## src/rtl/d_sramlike_axi_bridge_pkg.sv

```systemverilog
// ---------------------------------------------------------------------------
// d_sramlike_axi_bridge_pkg
// Shared definitions for the data-side SRAM-like to AXI3 bridge and for the
// D-cache that drives it: FSM state encodings, SRAM-like size codes, the
// constant AXI burst fields the top wrapper drives, and the size+offset to
// byte-strobe function (also used for the D-cache write mask).
// ---------------------------------------------------------------------------
package d_sramlike_axi_bridge_pkg;

    // Bridge FSM states
    localparam logic [2:0] ST_IDLE   = 3'd0;
    localparam logic [2:0] ST_RD_AR  = 3'd1;
    localparam logic [2:0] ST_RD_R   = 3'd2;
    localparam logic [2:0] ST_WR_REQ = 3'd3;
    localparam logic [2:0] ST_WR_B   = 3'd4;

    // SRAM-like transfer sizes (code 3 is handled as a word)
    localparam logic [1:0] SIZE_BYTE = 2'd0;
    localparam logic [1:0] SIZE_HALF = 2'd1;
    localparam logic [1:0] SIZE_WORD = 2'd2;

    // Constant AXI fields driven by the top-level wrapper
    localparam logic [1:0] BURST_INCR = 2'b01;
    localparam logic [3:0] LEN_SINGLE = 4'd0;

    // Byte-lane strobe for a transfer of the given size at the given
    // byte offset within the 32-bit word.
    function automatic logic [3:0] calc_wstrb(input logic [1:0] size,
                                              input logic [1:0] offset);
        logic [3:0] strb;
        case (size)
            SIZE_BYTE: strb = 4'b0001 << offset;
            SIZE_HALF: strb = offset[1] ? 4'b1100 : 4'b0011;
            default:   strb = 4'b1111;
        endcase
        return strb;
    endfunction

endpackage

```

## src/rtl/sramlike_wstrb_gen.sv

```systemverilog
// ---------------------------------------------------------------------------
// sramlike_wstrb_gen
// Combinational byte-strobe generator for SRAM-like transfers.
// Ports:
//   size   in  2  transfer size (0 byte, 1 half, 2/3 word)
//   offset in  2  byte address bits [1:0]
//   wstrb  out 4  AXI write strobe
// ---------------------------------------------------------------------------
module sramlike_wstrb_gen
    import d_sramlike_axi_bridge_pkg::*;
(
    input  logic [1:0] size,
    input  logic [1:0] offset,
    output logic [3:0] wstrb
);

    assign wstrb = calc_wstrb(size, offset);

endmodule

```

## src/rtl/d_sramlike_axi_bridge.sv

```systemverilog
// ---------------------------------------------------------------------------
// d_sramlike_axi_bridge
// Responder for the D-cache SRAM-like bus. Each accepted transfer becomes one
// single-beat AXI3 transaction (AR/R for reads, AW/W/B for writes); only one
// transaction is outstanding at a time.
// Ports:
//   clk, rst                       clock, asynchronous active-high reset
//   data_req/wr/size/addr/wdata    SRAM-like request side (from D-cache)
//   data_rdata/addr_ok/data_ok     SRAM-like response side
//   ar*, r*                        AXI read address / read data channels
//   aw*, w*, b*                    AXI write address / data / response
// len/burst/lock/cache/prot are tied off by the top-level AXI wrapper.
// ---------------------------------------------------------------------------
module d_sramlike_axi_bridge
    import d_sramlike_axi_bridge_pkg::*;
#(
    parameter logic [3:0] AXI_ID = 4'd1,
    parameter int         ADDR_W = 32
) (
    input  logic              clk,
    input  logic              rst,
    // SRAM-like side
    input  logic              data_req,
    input  logic              data_wr,
    input  logic [1:0]        data_size,
    input  logic [ADDR_W-1:0] data_addr,
    input  logic [31:0]       data_wdata,
    output logic [31:0]       data_rdata,
    output logic              data_addr_ok,
    output logic              data_data_ok,
    // AXI read address
    output logic [3:0]        arid,
    output logic [ADDR_W-1:0] araddr,
    output logic [2:0]        arsize,
    output logic              arvalid,
    input  logic              arready,
    // AXI read data
    input  logic [31:0]       rdata,
    input  logic              rvalid,
    output logic              rready,
    // AXI write address
    output logic [3:0]        awid,
    output logic [ADDR_W-1:0] awaddr,
    output logic [2:0]        awsize,
    output logic              awvalid,
    input  logic              awready,
    // AXI write data
    output logic [3:0]        wid,
    output logic [31:0]       wdata,
    output logic [3:0]        wstrb,
    output logic              wlast,
    output logic              wvalid,
    input  logic              wready,
    // AXI write response
    input  logic              bvalid,
    output logic              bready
);

    logic [2:0]        state;
    logic [ADDR_W-1:0] addr_q;
    logic [1:0]        size_q;
    logic [31:0]       wdata_q;
    logic [3:0]        wstrb_q;
    logic              arvalid_q;
    logic              awvalid_q;
    logic              wvalid_q;
    logic              aw_done;
    logic              w_done;

    logic [3:0]        req_wstrb;
    logic              ar_hs;
    logic              aw_hs;
    logic              w_hs;
    logic              aw_fin;
    logic              w_fin;
    logic              rd_resp;
    logic              wr_resp;

    sramlike_wstrb_gen u_wstrb_gen (
        .size   (data_size),
        .offset (data_addr[1:0]),
        .wstrb  (req_wstrb)
    );

    assign ar_hs  = arvalid_q && arready;
    assign aw_hs  = awvalid_q && awready;
    assign w_hs   = wvalid_q && wready;
    // A channel counts as finished if it completed earlier or completes now,
    // so AW and W may finish in either order or together.
    assign aw_fin = aw_done || aw_hs;
    assign w_fin  = w_done || w_hs;

    assign rd_resp = (state == ST_RD_R);
    assign wr_resp = (state == ST_WR_B);

    // SRAM-like side: accept only in IDLE, complete on the AXI response beat.
    assign data_addr_ok = (state == ST_IDLE) && data_req && !rst;
    assign data_data_ok = (rd_resp && rvalid) || (wr_resp && bvalid);
    assign data_rdata   = (rd_resp && rvalid) ? rdata : 32'd0;

    assign arid    = AXI_ID;
    assign araddr  = addr_q;
    assign arsize  = {1'b0, size_q};
    assign arvalid = arvalid_q;
    assign rready  = rd_resp;

    assign awid    = AXI_ID;
    assign awaddr  = addr_q;
    assign awsize  = {1'b0, size_q};
    assign awvalid = awvalid_q;

    assign wid     = AXI_ID;
    assign wdata   = wdata_q;
    assign wstrb   = wstrb_q;
    assign wlast   = 1'b1;
    assign wvalid  = wvalid_q;

    assign bready  = wr_resp;

    // Transfer direction is carried by the state itself, so no separate
    // write flag is kept after acceptance.
    always_ff @(posedge clk or posedge rst) begin
        if (rst) begin
            state     <= ST_IDLE;
            addr_q    <= '0;
            size_q    <= 2'd0;
            wdata_q   <= 32'd0;
            wstrb_q   <= 4'd0;
            arvalid_q <= 1'b0;
            awvalid_q <= 1'b0;
            wvalid_q  <= 1'b0;
            aw_done   <= 1'b0;
            w_done    <= 1'b0;
        end else begin
            case (state)
                ST_IDLE: begin
                    if (data_req) begin
                        addr_q  <= data_addr;
                        size_q  <= data_size;
                        wdata_q <= data_wdata;
                        wstrb_q <= req_wstrb;
                        aw_done <= 1'b0;
                        w_done  <= 1'b0;
                        if (data_wr) begin
                            awvalid_q <= 1'b1;
                            wvalid_q  <= 1'b1;
                            state     <= ST_WR_REQ;
                        end else begin
                            arvalid_q <= 1'b1;
                            state     <= ST_RD_AR;
                        end
                    end
                end
                ST_RD_AR: begin
                    if (ar_hs) begin
                        arvalid_q <= 1'b0;
                        state     <= ST_RD_R;
                    end
                end
                ST_RD_R: begin
                    if (rvalid) begin
                        state <= ST_IDLE;
                    end
                end
                ST_WR_REQ: begin
                    if (aw_hs) begin
                        awvalid_q <= 1'b0;
                        aw_done   <= 1'b1;
                    end
                    if (w_hs) begin
                        wvalid_q <= 1'b0;
                        w_done   <= 1'b1;
                    end
                    if (aw_fin && w_fin) begin
                        state <= ST_WR_B;
                    end
                end
                ST_WR_B: begin
                    // bresp is not examined: error responses complete normally
                    if (bvalid) begin
                        state <= ST_IDLE;
                    end
                end
                default: begin
                    state <= ST_IDLE;
                end
            endcase
        end
    end

endmodule

```

## config.mk

```make
export PLATFORM = sky130hd
export DESIGN_NAME = d_sramlike_axi_bridge
export DESIGN_NICKNAME = d
export VERILOG_FILES = /design/src/rtl/d_sramlike_axi_bridge_pkg.sv /design/src/rtl/sramlike_wstrb_gen.sv /design/src/rtl/d_sramlike_axi_bridge.sv
export SDC_FILE = /design/constraint.sdc
export NUM_CORES = 1
export LEC_CHECK = 0
export BUFFER_PORTS_ARGS = -buffer_cell sky130_fd_sc_hd__buf_2
export CORE_AREA = 2 2 104 106
export DETAILED_ROUTE_END_ITERATION = 12
export DIE_AREA = 0 0 106 108
export MAX_ROUTING_LAYER = met4
export PLACE_DENSITY = 0.71
export SLEW_MARGIN = 20
export SYNTH_ARGS = -nofsm -noshare
export SYNTH_HDL_FRONTEND = slang
export SYNTH_HIERARCHICAL = 1
export SYNTH_SLANG_ARGS = --single-unit
```

## constraint.sdc

```tcl
create_clock -name clk -period 3.8 [get_ports clk]
set_input_delay 0.19 -clock clk [delete_from_list [all_inputs] [get_ports clk]]
set_output_delay 0.19 -clock clk [all_outputs]
set_load 0.01 [all_outputs]
```

==> impl_metrics.tcl, run 1 <==
set metrics [dict create \
    fmax_mhz 443 \
    hpwl_mm 7.05 \
    seq_area_frac_synth_pct 52.6 \
    tritoncts "done" \
    ctsHoldBuffers 0 \
    crit_path_end_kind "output pin" \
    skew_ns 0.00782 \
    antenna_left 0 \
    ys_types 26 \
    start_util_pct 36.2 \
    finalSetupViolCount 0 \
    cts_buffers 9 \
    rsz0062_at_grt "false" \
    crit_family "simple AND/OR/NAND/NOR gates" \
    avgSynthCellArea_um2 12.8 \
    antenna_cells 0 \
    h-tree-depth 3 \
    rows 37 \
    async_flop_share_pct 100 \
    hold-worst-slack_ns 0.0314 \
    drc 0 \
    layout_worst_path_cycle_share_pct 59.4 \
    clk_latency_ns 0.35 \
    cp_data_arrival_time_ns 2.07 \
    grt_pass1_wl_mm 13.6 \
    max_slew_margin_pct 37.7 \
    area_growth_pct 33.3 \
    track_usage_pct 15.8 \
    setup_ws_ns 1.54 \
    cts_buffer_depth 2 \
    dieArea_mm2 0.0114 \
    syn_area_mm2 0.00371 \
    yosysTopAreaCellShare_pct 52.6 \
    path_clk_slew_ns 0.08 \
    cp-start-kind "flip-flop" \
    ys_ff_latch 78 \
    crit_path_cell_trace "nor3b_4 -> and3_1 -> buf_2" \
    cts_resized 0 \
    multi_input_area_mm2 0.00131 \
    place_area_mm2 0.00471 \
    grt_pass1_vias 2873 \
    synth_warnings 6 \
    synth_top_area_cell "dfrtp_1" \
    maxCapViolCount 0 \
    num_vias 2908 \
    dp_slack_ns 1.94 \
    synth_cells 290 \
    drt_first_pass_iters 4 \
    outcome "completed" \
    worstMarginPinSlew_ns 0.934 \
    coreArea_mm2 0.0102 \
    min_path_type "input port to flip-flop" \
    nets 608 \
    hold_violations 0 \
    die_y_um 108 \
    synthTopCellsByCount "78 x dfrtp_1, 56 x mux2_1, 49 x buf_4, 33 x and3_1, 14 x mux2_2" \
    io-pin-count 265 \
    regArea_mm2 0.00195 \
    port_buffers 249 \
    crit_fanout 35 \
    synth.most_common_cell "dfrtp_1" \
    period_needed_ns 2.26 \
    antenna_found_initial 0 \
    cts.sinks 78 \
    slowest_stage "nor3b_4" \
    first_iter_violations 118 \
    fin_area_mm2 0.00494 \
    power.leakage_nw 2.72 \
    chipWidth_um 106 \
    power_density_mw_per_mm2 792 \
    p_total_mw 3.91 \
    drive_gt1_share_pct 56.3 \
    cts_root_buffer "clkbuf_8" \
    path_class "flip-flop to output pin" \
    ys.flop_type "dfrtp_1" \
    max_stage_delay_ns 0.83 \
    synth_edf_count 0 \
    setup_tns_ns 0 \
    grt_max_degree 47 \
    crit_buf_inv 1 \
    wl_per_cell_um 13.9 \
    ir_drop_mv 0.304 \
    viasPerCell 4.53 \
    overflow 0 \
    gp_congestion 0.839 \
    postCtsSetupBuffers 0 \
    critPathRequiredTime_ns 3.61 \
    fillers 977 \
    slew_viol_final 0 \
    drt-total-wl_mm 8.93 \
    synth_area_leaders "dfrtp_1 53%, mux2_1 17%, buf_4 9.9%" \
]
==> registers in the layout (all words and copies together), names as in the netlist <==
signal	count
size_q	2
wstrb	4
w_done	1
state	3
aw_done	1
awvalid	1
wvalid	1
arvalid	1
araddr	32
wdata	32
==> final timing paths <==
path                                            start                      to  slack (ns)  cells past startpoint
worst max register to register   state[0]$_DFFE_PP0P_   araddr[2]$_DFFE_PP0P_        1.94                      3
worst min register to register  wdata[31]$_DFFE_PP0P_   wdata[31]$_DFFE_PP0P_        0.48                      1
max in group asynchronous                         rst  araddr[22]$_DFFE_PP0P_        2.77                      3
worst min-delay path                          awready     awvalid$_DFFE_PP0P_        0.03                      2
min in group asynchronous                         rst    state[1]$_DFFE_PP0P_        0.06                      2
worst max-delay path             state[1]$_DFFE_PP0P_           data_rdata[0]        1.54                      3
==> power breakdown <==
group / internal [mW] / switching, mW
clock: 0.406 / 0.303
sequential: 1.25 / 0.265
combinational: 0.816 / 0.877
==> worst reg2reg max path, stage by stage, from the launching register on <==
cell	delay [ns]
dfrtp_1	0.50
nor4b_4	0.32
buf_4	0.50
mux2_2	0.43
==> cell families after synthesis <==
kind of cell           synth area share (%)
AND/OR/NAND/NOR                        9.08
flip-flops                             52.6
buffers and inverters                  13.4
AO/OA/AOI/OAI                          3.47
other                                 0.203
multiplexers                           21.3
==> placed cells by master, fill, tap and decap left out, types with 2 or more instances in the layout <==
cell,Yosys,routed
nand2_1,3,3
a31oi_1,2,2
a22o_1,2,2
dfrtp_1,78,78
clkbuf_8,0,11
o21ai_0,3,3
conb_1,2,15
inv_1,3,2
o31ai_1,2,2
nor3b_1,2,2
bufinv_16,0,2
and3_1,33,33
nor2_1,6,6
buf_4,49,3
o21bai_1,4,4
mux2_1,56,56
buf_2,3,249
mux2_2,14,14
nor2b_1,3,3
a21oi_1,6,6
==> per-layer routing <==
layer  part of all wire [%]  track usage [%]  vias up
li1                       -                -     1358
met1                     38             16.7     1362
met2                     53             28.4      173
met3                    7.3             3.44       15
met4                    1.8             7.24        0
met5                      0                -        -
==> final cells by class <==
| class | instances | area share (%) |
|---|---|---|
| clock inverter | 5 | 1.64 |
| tap | 136 | 3.44 |
| inverter | 3 | 0.228 |
| clock buffer | 11 | 3.06 |
| multi-input combinational | 157 | 26.5 |
| sequential | 78 | 39.5 |
| timing repair buffer | 252 | 25.7 |
==> metrics by stage <==
stage	cells	utilization, %
2_1_floorplan	303	-
3_3_place_gp	626	46.1
3_5_place_dp	626	46.1
4_1_cts	642	48.3
5_1_grt	642	48.3
6_report	642	48.3
No activity file was read; power rests on OpenSTA's default activity.
==> inputs of run 2 (changes only) <==
--- a/config.mk
+++ b/config.mk
@@ -6,11 +6,10 @@
 export NUM_CORES = 1
 export LEC_CHECK = 0
 export BUFFER_PORTS_ARGS = -buffer_cell sky130_fd_sc_hd__buf_2
-export CORE_AREA = 2 2 104 106
+export CORE_UTILIZATION = 37
 export DETAILED_ROUTE_END_ITERATION = 12
-export DIE_AREA = 0 0 106 108
 export MAX_ROUTING_LAYER = met4
-export PLACE_DENSITY = 0.71
+export PLACE_DENSITY = 0.76
 export SLEW_MARGIN = 20
 export SYNTH_ARGS = -nofsm -noshare
 export SYNTH_HDL_FRONTEND = slang
==> constraint.sdc (replaced) <==
create_clock -name clk -period 2 [get_ports clk]
set_input_delay 0.1 -clock clk [delete_from_list [all_inputs] [get_ports clk]]
set_output_delay 0.1 -clock clk [all_outputs]
set_load 0.01 [all_outputs]
==> impl_metrics.tcl, run 2 (synthesized netlist as in run 1, its figures left out) <==
set metrics [dict create \
    io-pin-count 265 \
    power_density_mw_per_mm2 1320 \
    rsz0062_at_grt "false" \
    hpwl_mm 6.68 \
    rr_endpoint "araddr[2]$_DFFE_PP0P_" \
    dp_cells 624 \
    maxCapViolCount 0 \
    antenna_found_initial 0 \
    cts.sinks 78 \
    cp-start-kind "flip-flop" \
    fillers 825 \
    path_clk_slew_ns 0.07 \
    cts_root_buffer "clkbuf_8" \
    overflow 0 \
    port_buffers 249 \
    r2r_cells 3 \
    clk_latency_ns 0.34 \
    worstMarginPinSlew_ns 0.745 \
    grt_pass1_wl_mm 14.1 \
    cts_buffer_depth 2 \
    antenna_left 0 \
    drt_first_pass_iters 4 \
    final_cell_mix "249 x buf_2, 78 x dfrtp_1, 66 x dlygate4sd3_1" \
    crit_fanout 35 \
    grt_max_degree 47 \
    drc 0 \
    track_usage_pct 18.3 \
    start_util_pct 38.1 \
    critPathRequiredTime_ns 1.90 \
    finalSetupViolCount 0 \
    gp_congestion 0.877 \
    h-tree-depth 3 \
    period_needed_ns 1.80 \
    wl_per_cell_um 13.6 \
    cts_resized 0 \
    layout_worst_path_cycle_share_pct 90.1 \
    num_vias 3200 \
    hold_violations 0 \
    outcome "completed" \
    crit_start "state[0]$_DFFE_PP0P_" \
    first_iter_violations 42 \
    grt_pass1_vias 3012 \
    dieArea_mm2 0.0104 \
    drt-total-wl_mm 9.63 \
    min_path_type "input port to flip-flop" \
    power.leakage_nw 2.99 \
    max_slew_margin_pct 50.2 \
    chipWidth_um 102 \
    fmax_mhz 555 \
    setup_tns_ns 0 \
    final_common_cell "buf_2" \
    path_class "flip-flop to output pin" \
    skew_ns 0.00708 \
    place_area_mm2 0.00476 \
    cts_buffers 9 \
    tritoncts "done" \
    nets 675 \
    fin_cells 706 \
    cp_data_arrival_time_ns 1.70 \
    rrSetupSlack_ns 0.26 \
    antenna_cells 0 \
    crit_path_end_kind "output pin" \
    area_growth_pct 51.0 \
    die_y_um 102 \
    fin_area_mm2 0.00560 \
    rows 36 \
    slew_viol_final 0 \
    ir_drop_mv 0.564 \
    rr_startpoint "state[0]$_DFFE_PP0P_" \
    coreArea_mm2 0.00973 \
    drive_gt1_share_pct 49.4 \
    cp-endpoint "data_rdata[12]" \
    viasPerCell 4.53 \
]
run 2: where the power goes:
group | leakage (nW) | total (mW) | internal [mW] | switching (mW)
sequential | 0.924 | 2.91 | 2.37 | 0.535
clock | 0.0904 | 1.11 | 0.575 | 0.540
combinational | 1.97 | 3.39 | 1.68 | 1.72
total | 2.99 | 7.41 | 4.62 | 2.79
run 2: how the worst min path moves through the flow:
stage                            start                     to  slack [ns]  depth (start not counted)
final                     data_addr[0]  araddr[0]$_DFFE_PP0P_        0.02                          2
after global routing      data_size[0]  size_q[0]$_DFFE_PP0P_        0.01                          2
after CTS                 data_size[0]  size_q[0]$_DFFE_PP0P_       0.007                          2
after detailed placement           rst     wvalid$_DFFE_PP0P_        0.28                          2
after global placement             rst     wvalid$_DFFE_PP0P_        0.26                          2
after floorplan                awready    awvalid$_DFFE_PP0P_        0.19                          1
run 2: per-layer routing:
metal  vias to the layer above  GRT usage (%)  part of all wire (%)
met5                         -              -                     0
met4                         0           6.48                   2.0
met3                        15           4.24                   7.3
met2                       163           34.4                    54
met1                      1533           18.3                    37
li1                       1489              -                     -
run 2: through the flow:
step	hold slack, ns	utilization [%]	total power [mW]	worst slack, ns
after floorplan	0.186	-	5.19	0.462
after global routing	0.0118	57.6	7.98	0.0559
after CTS	0.00660	57.6	7.46	0.175
final	0.0232	57.6	7.41	0.198
after global placement	0.258	48.9	6.09	0.334
after detailed placement	0.276	48.9	6.22	0.276
run 2: what timing repair did:
item	CTS	global route
hold buffers	66	0
buffers inserted	0	0
endpoints found under the hold margin	97	0
run 2: cell type report:
type | count | area (um^2) | area share (%)
timing repair buffer | 319 | 1970 | 35.3
tap | 133 | 166 | 2.97
multi-input combinational | 157 | 1310 | 23.4
clock buffer | 12 | 135 | 2.41
inverter | 3 | 15.0 | 0.268
clock inverter | 4 | 47.5 | 0.849
sequential | 78 | 1950 | 34.9
run 2: worst max-delay path: stages (launching register included):
cell,delay (ns)
dfrtp_1,0.50
nor3b_4,0.22
buf_4,0.29
and3_1,0.21
buf_2,0.13
==> inputs of run 3 (changes only) <==
--- a/config.mk
+++ b/config.mk
@@ -6,10 +6,11 @@
 export NUM_CORES = 1
 export LEC_CHECK = 0
 export BUFFER_PORTS_ARGS = -buffer_cell sky130_fd_sc_hd__buf_2
-export CORE_UTILIZATION = 37
+export CORE_AREA = 2 2 104 106
 export DETAILED_ROUTE_END_ITERATION = 12
+export DIE_AREA = 0 0 106 108
 export MAX_ROUTING_LAYER = met4
-export PLACE_DENSITY = 0.76
+export PLACE_DENSITY = 0.71
 export SLEW_MARGIN = 20
 export SYNTH_ARGS = -nofsm -noshare
 export SYNTH_HDL_FRONTEND = slang
==> constraint.sdc (replaced) <==
create_clock -name clk -period 2.16 [get_ports clk]
set_input_delay 0.108 -clock clk [delete_from_list [all_inputs] [get_ports clk]]
set_output_delay 0.108 -clock clk [all_outputs]
set_load 0.01 [all_outputs]
==> impl_metrics.tcl, run 3 (synthesized netlist as in run 1, its figures left out) <==
set metrics [dict create \
    outcome "completed" \
    coreArea_mm2 0.0102 \
    overflow 0 \
    gp_congestion 0.811 \
    final_cell_mix "249 x buf_2, 78 x dfrtp_1, 66 x dlygate4sd3_1" \
    ir_drop_mv 0.552 \
    p_total_mw 6.89 \
    cts.sinks 78 \
    postCtsSetupBuffers 0 \
    antenna_found_initial 0 \
    drc 0 \
    hold-worst-slack_ns 0.0360 \
    h-tree-depth 3 \
    clk_latency_ns 0.34 \
    setup_tns_ns 0 \
    drive_gt1_share_pct 49.5 \
    hold_violations 0 \
    crit_path_end_kind "output pin" \
    area_growth_pct 51.3 \
    cp_data_arrival_time_ns 1.73 \
    nets 676 \
    path_clk_slew_ns 0.07 \
    min_path_type "input port to flip-flop" \
    first_iter_violations 136 \
    critPathRequiredTime_ns 2.05 \
    fmax_mhz 546 \
    dieArea_mm2 0.0114 \
    path_class "flip-flop to output pin" \
    viasPerCell 4.46 \
    slowest_stage "dfrtp_1" \
    port_buffers 249 \
    fillers 862 \
    hpwl_mm 7.12 \
    rsz0062_at_grt "false" \
    slew_viol_final 0 \
    cts_buffer_depth 2 \
    start_util_pct 36.2 \
    cts_buffers 9 \
    rows 37 \
    power.leakage_nw 3.00 \
    grt_pass1_vias 3178 \
    drt-total-wl_mm 9.99 \
    max_stage_delay_ns 0.50 \
    num_vias 3171 \
    cp-start-kind "flip-flop" \
    crit_fanout 35 \
    wl_per_cell_um 14.1 \
    whs_path_depth 2 \
    die_y_um 108 \
    max_slew_margin_pct 66.7 \
    layout_worst_path_cycle_share_pct 84.9 \
    cts_root_buffer "clkbuf_8" \
    chipWidth_um 106 \
    tritoncts "done" \
    track_usage_pct 17.4 \
    final_common_cell "buf_2" \
    io-pin-count 265 \
    grt_max_degree 44 \
    cts_resized 0 \
    r2r_cells 3 \
    ctsHoldBuffers 64 \
    drt_first_pass_iters 4 \
    power_density_mw_per_mm2 1230 \
    finish.utilization_pct 54.8 \
    worstMarginPinSlew_ns 0.498 \
    regArea_mm2 0.00195 \
    period_needed_ns 1.83 \
    skew_ns 0.00602 \
    grt_pass1_wl_mm 15.2 \
    antenna_left 0 \
    crit_path_cell_trace "nor3b_4 -> buf_4 -> and3_1 -> buf_2" \
    finalSetupViolCount 0 \
    maxCapViolCount 0 \
    multi_input_area_mm2 0.00131 \
]
==> run 3: cell types whose count changed in the layout (fill, tap and decap cells not counted), sizes merged <==
| cell | before | now |
|---|---|---|
| buf | 253 | 254 |
| diode | 0 | 1 |
| inv | 2 | 3 |
| clkinvlp | 2 | 1 |
==> run 3: area by class of cell <==
cell class                      count  share of cell area, %
Antenna cell                        1                 0.0446
Clock buffer                       12                   2.41
Clock inverter                      4                  0.847
Inverter                            3                  0.201
Multi-Input combinational cell    157                   23.3
Sequential cell                    78                   34.8
Tap cell                          136                   3.03
Timing Repair Buffer              320                   35.3
==> run 3: worst max-delay path: cells and delay by family, from the launching register on <==
| family | cells | cell delay (ns) |
|---|---|---|
| flops | 1 | 0.50 |
| simple gates | 2 | 0.46 |
| buf+inv | 2 | 0.42 |
==> run 3: per-layer routing <==
metal	share of wire [%]	global-route usage, %	vias up
li1	-	-	1504
met5	0	-	-
met4	1.1	5.36	0
met3	7.1	4.52	7
met2	55	33.2	169
met1	37	17.4	1491
==> run 3: path summary, 6_finish.rpt <==
| kind | startpoint | endpoint | slack [ns] |
|---|---|---|---|
| min | data_addr[3] | araddr[3]$_DFFE_PP0P_ | 0.04 |
| max reg2reg | state[0]$_DFFE_PP0P_ | araddr[26]$_DFFE_PP0P_ | 0.42 |
| max in group asynchronous | rst | araddr[17]$_DFFE_PP0P_ | 1.28 |
| min reg2reg | wdata[17]$_DFFE_PP0P_ | wdata[17]$_DFFE_PP0P_ | 0.48 |
| max | state[0]$_DFFE_PP0P_ | data_rdata[29] | 0.33 |
| min in group asynchronous | rst | awvalid$_DFFE_PP0P_ | 0.27 |
==> run 3: where the power goes <==
part	internal [mW]	switching [mW]	total (mW)
logic	1.55	1.61	3.17
registers	2.20	0.484	2.68
clock network	0.532	0.508	1.04
total	4.28	2.61	6.89
==> run 3: stage by stage <==
step / setup WS [ns] / instance area, um^2 / std cells
after global placement: 0.489 / 4760 / 628
after CTS: 0.286 / 5590 / 708
after detailed placement: 0.421 / 4760 / 628
after floorplan: 0.0570 / 3760 / 303
after global routing: 0.168 / 5610 / 710
final: 0.327 / 5610 / 711
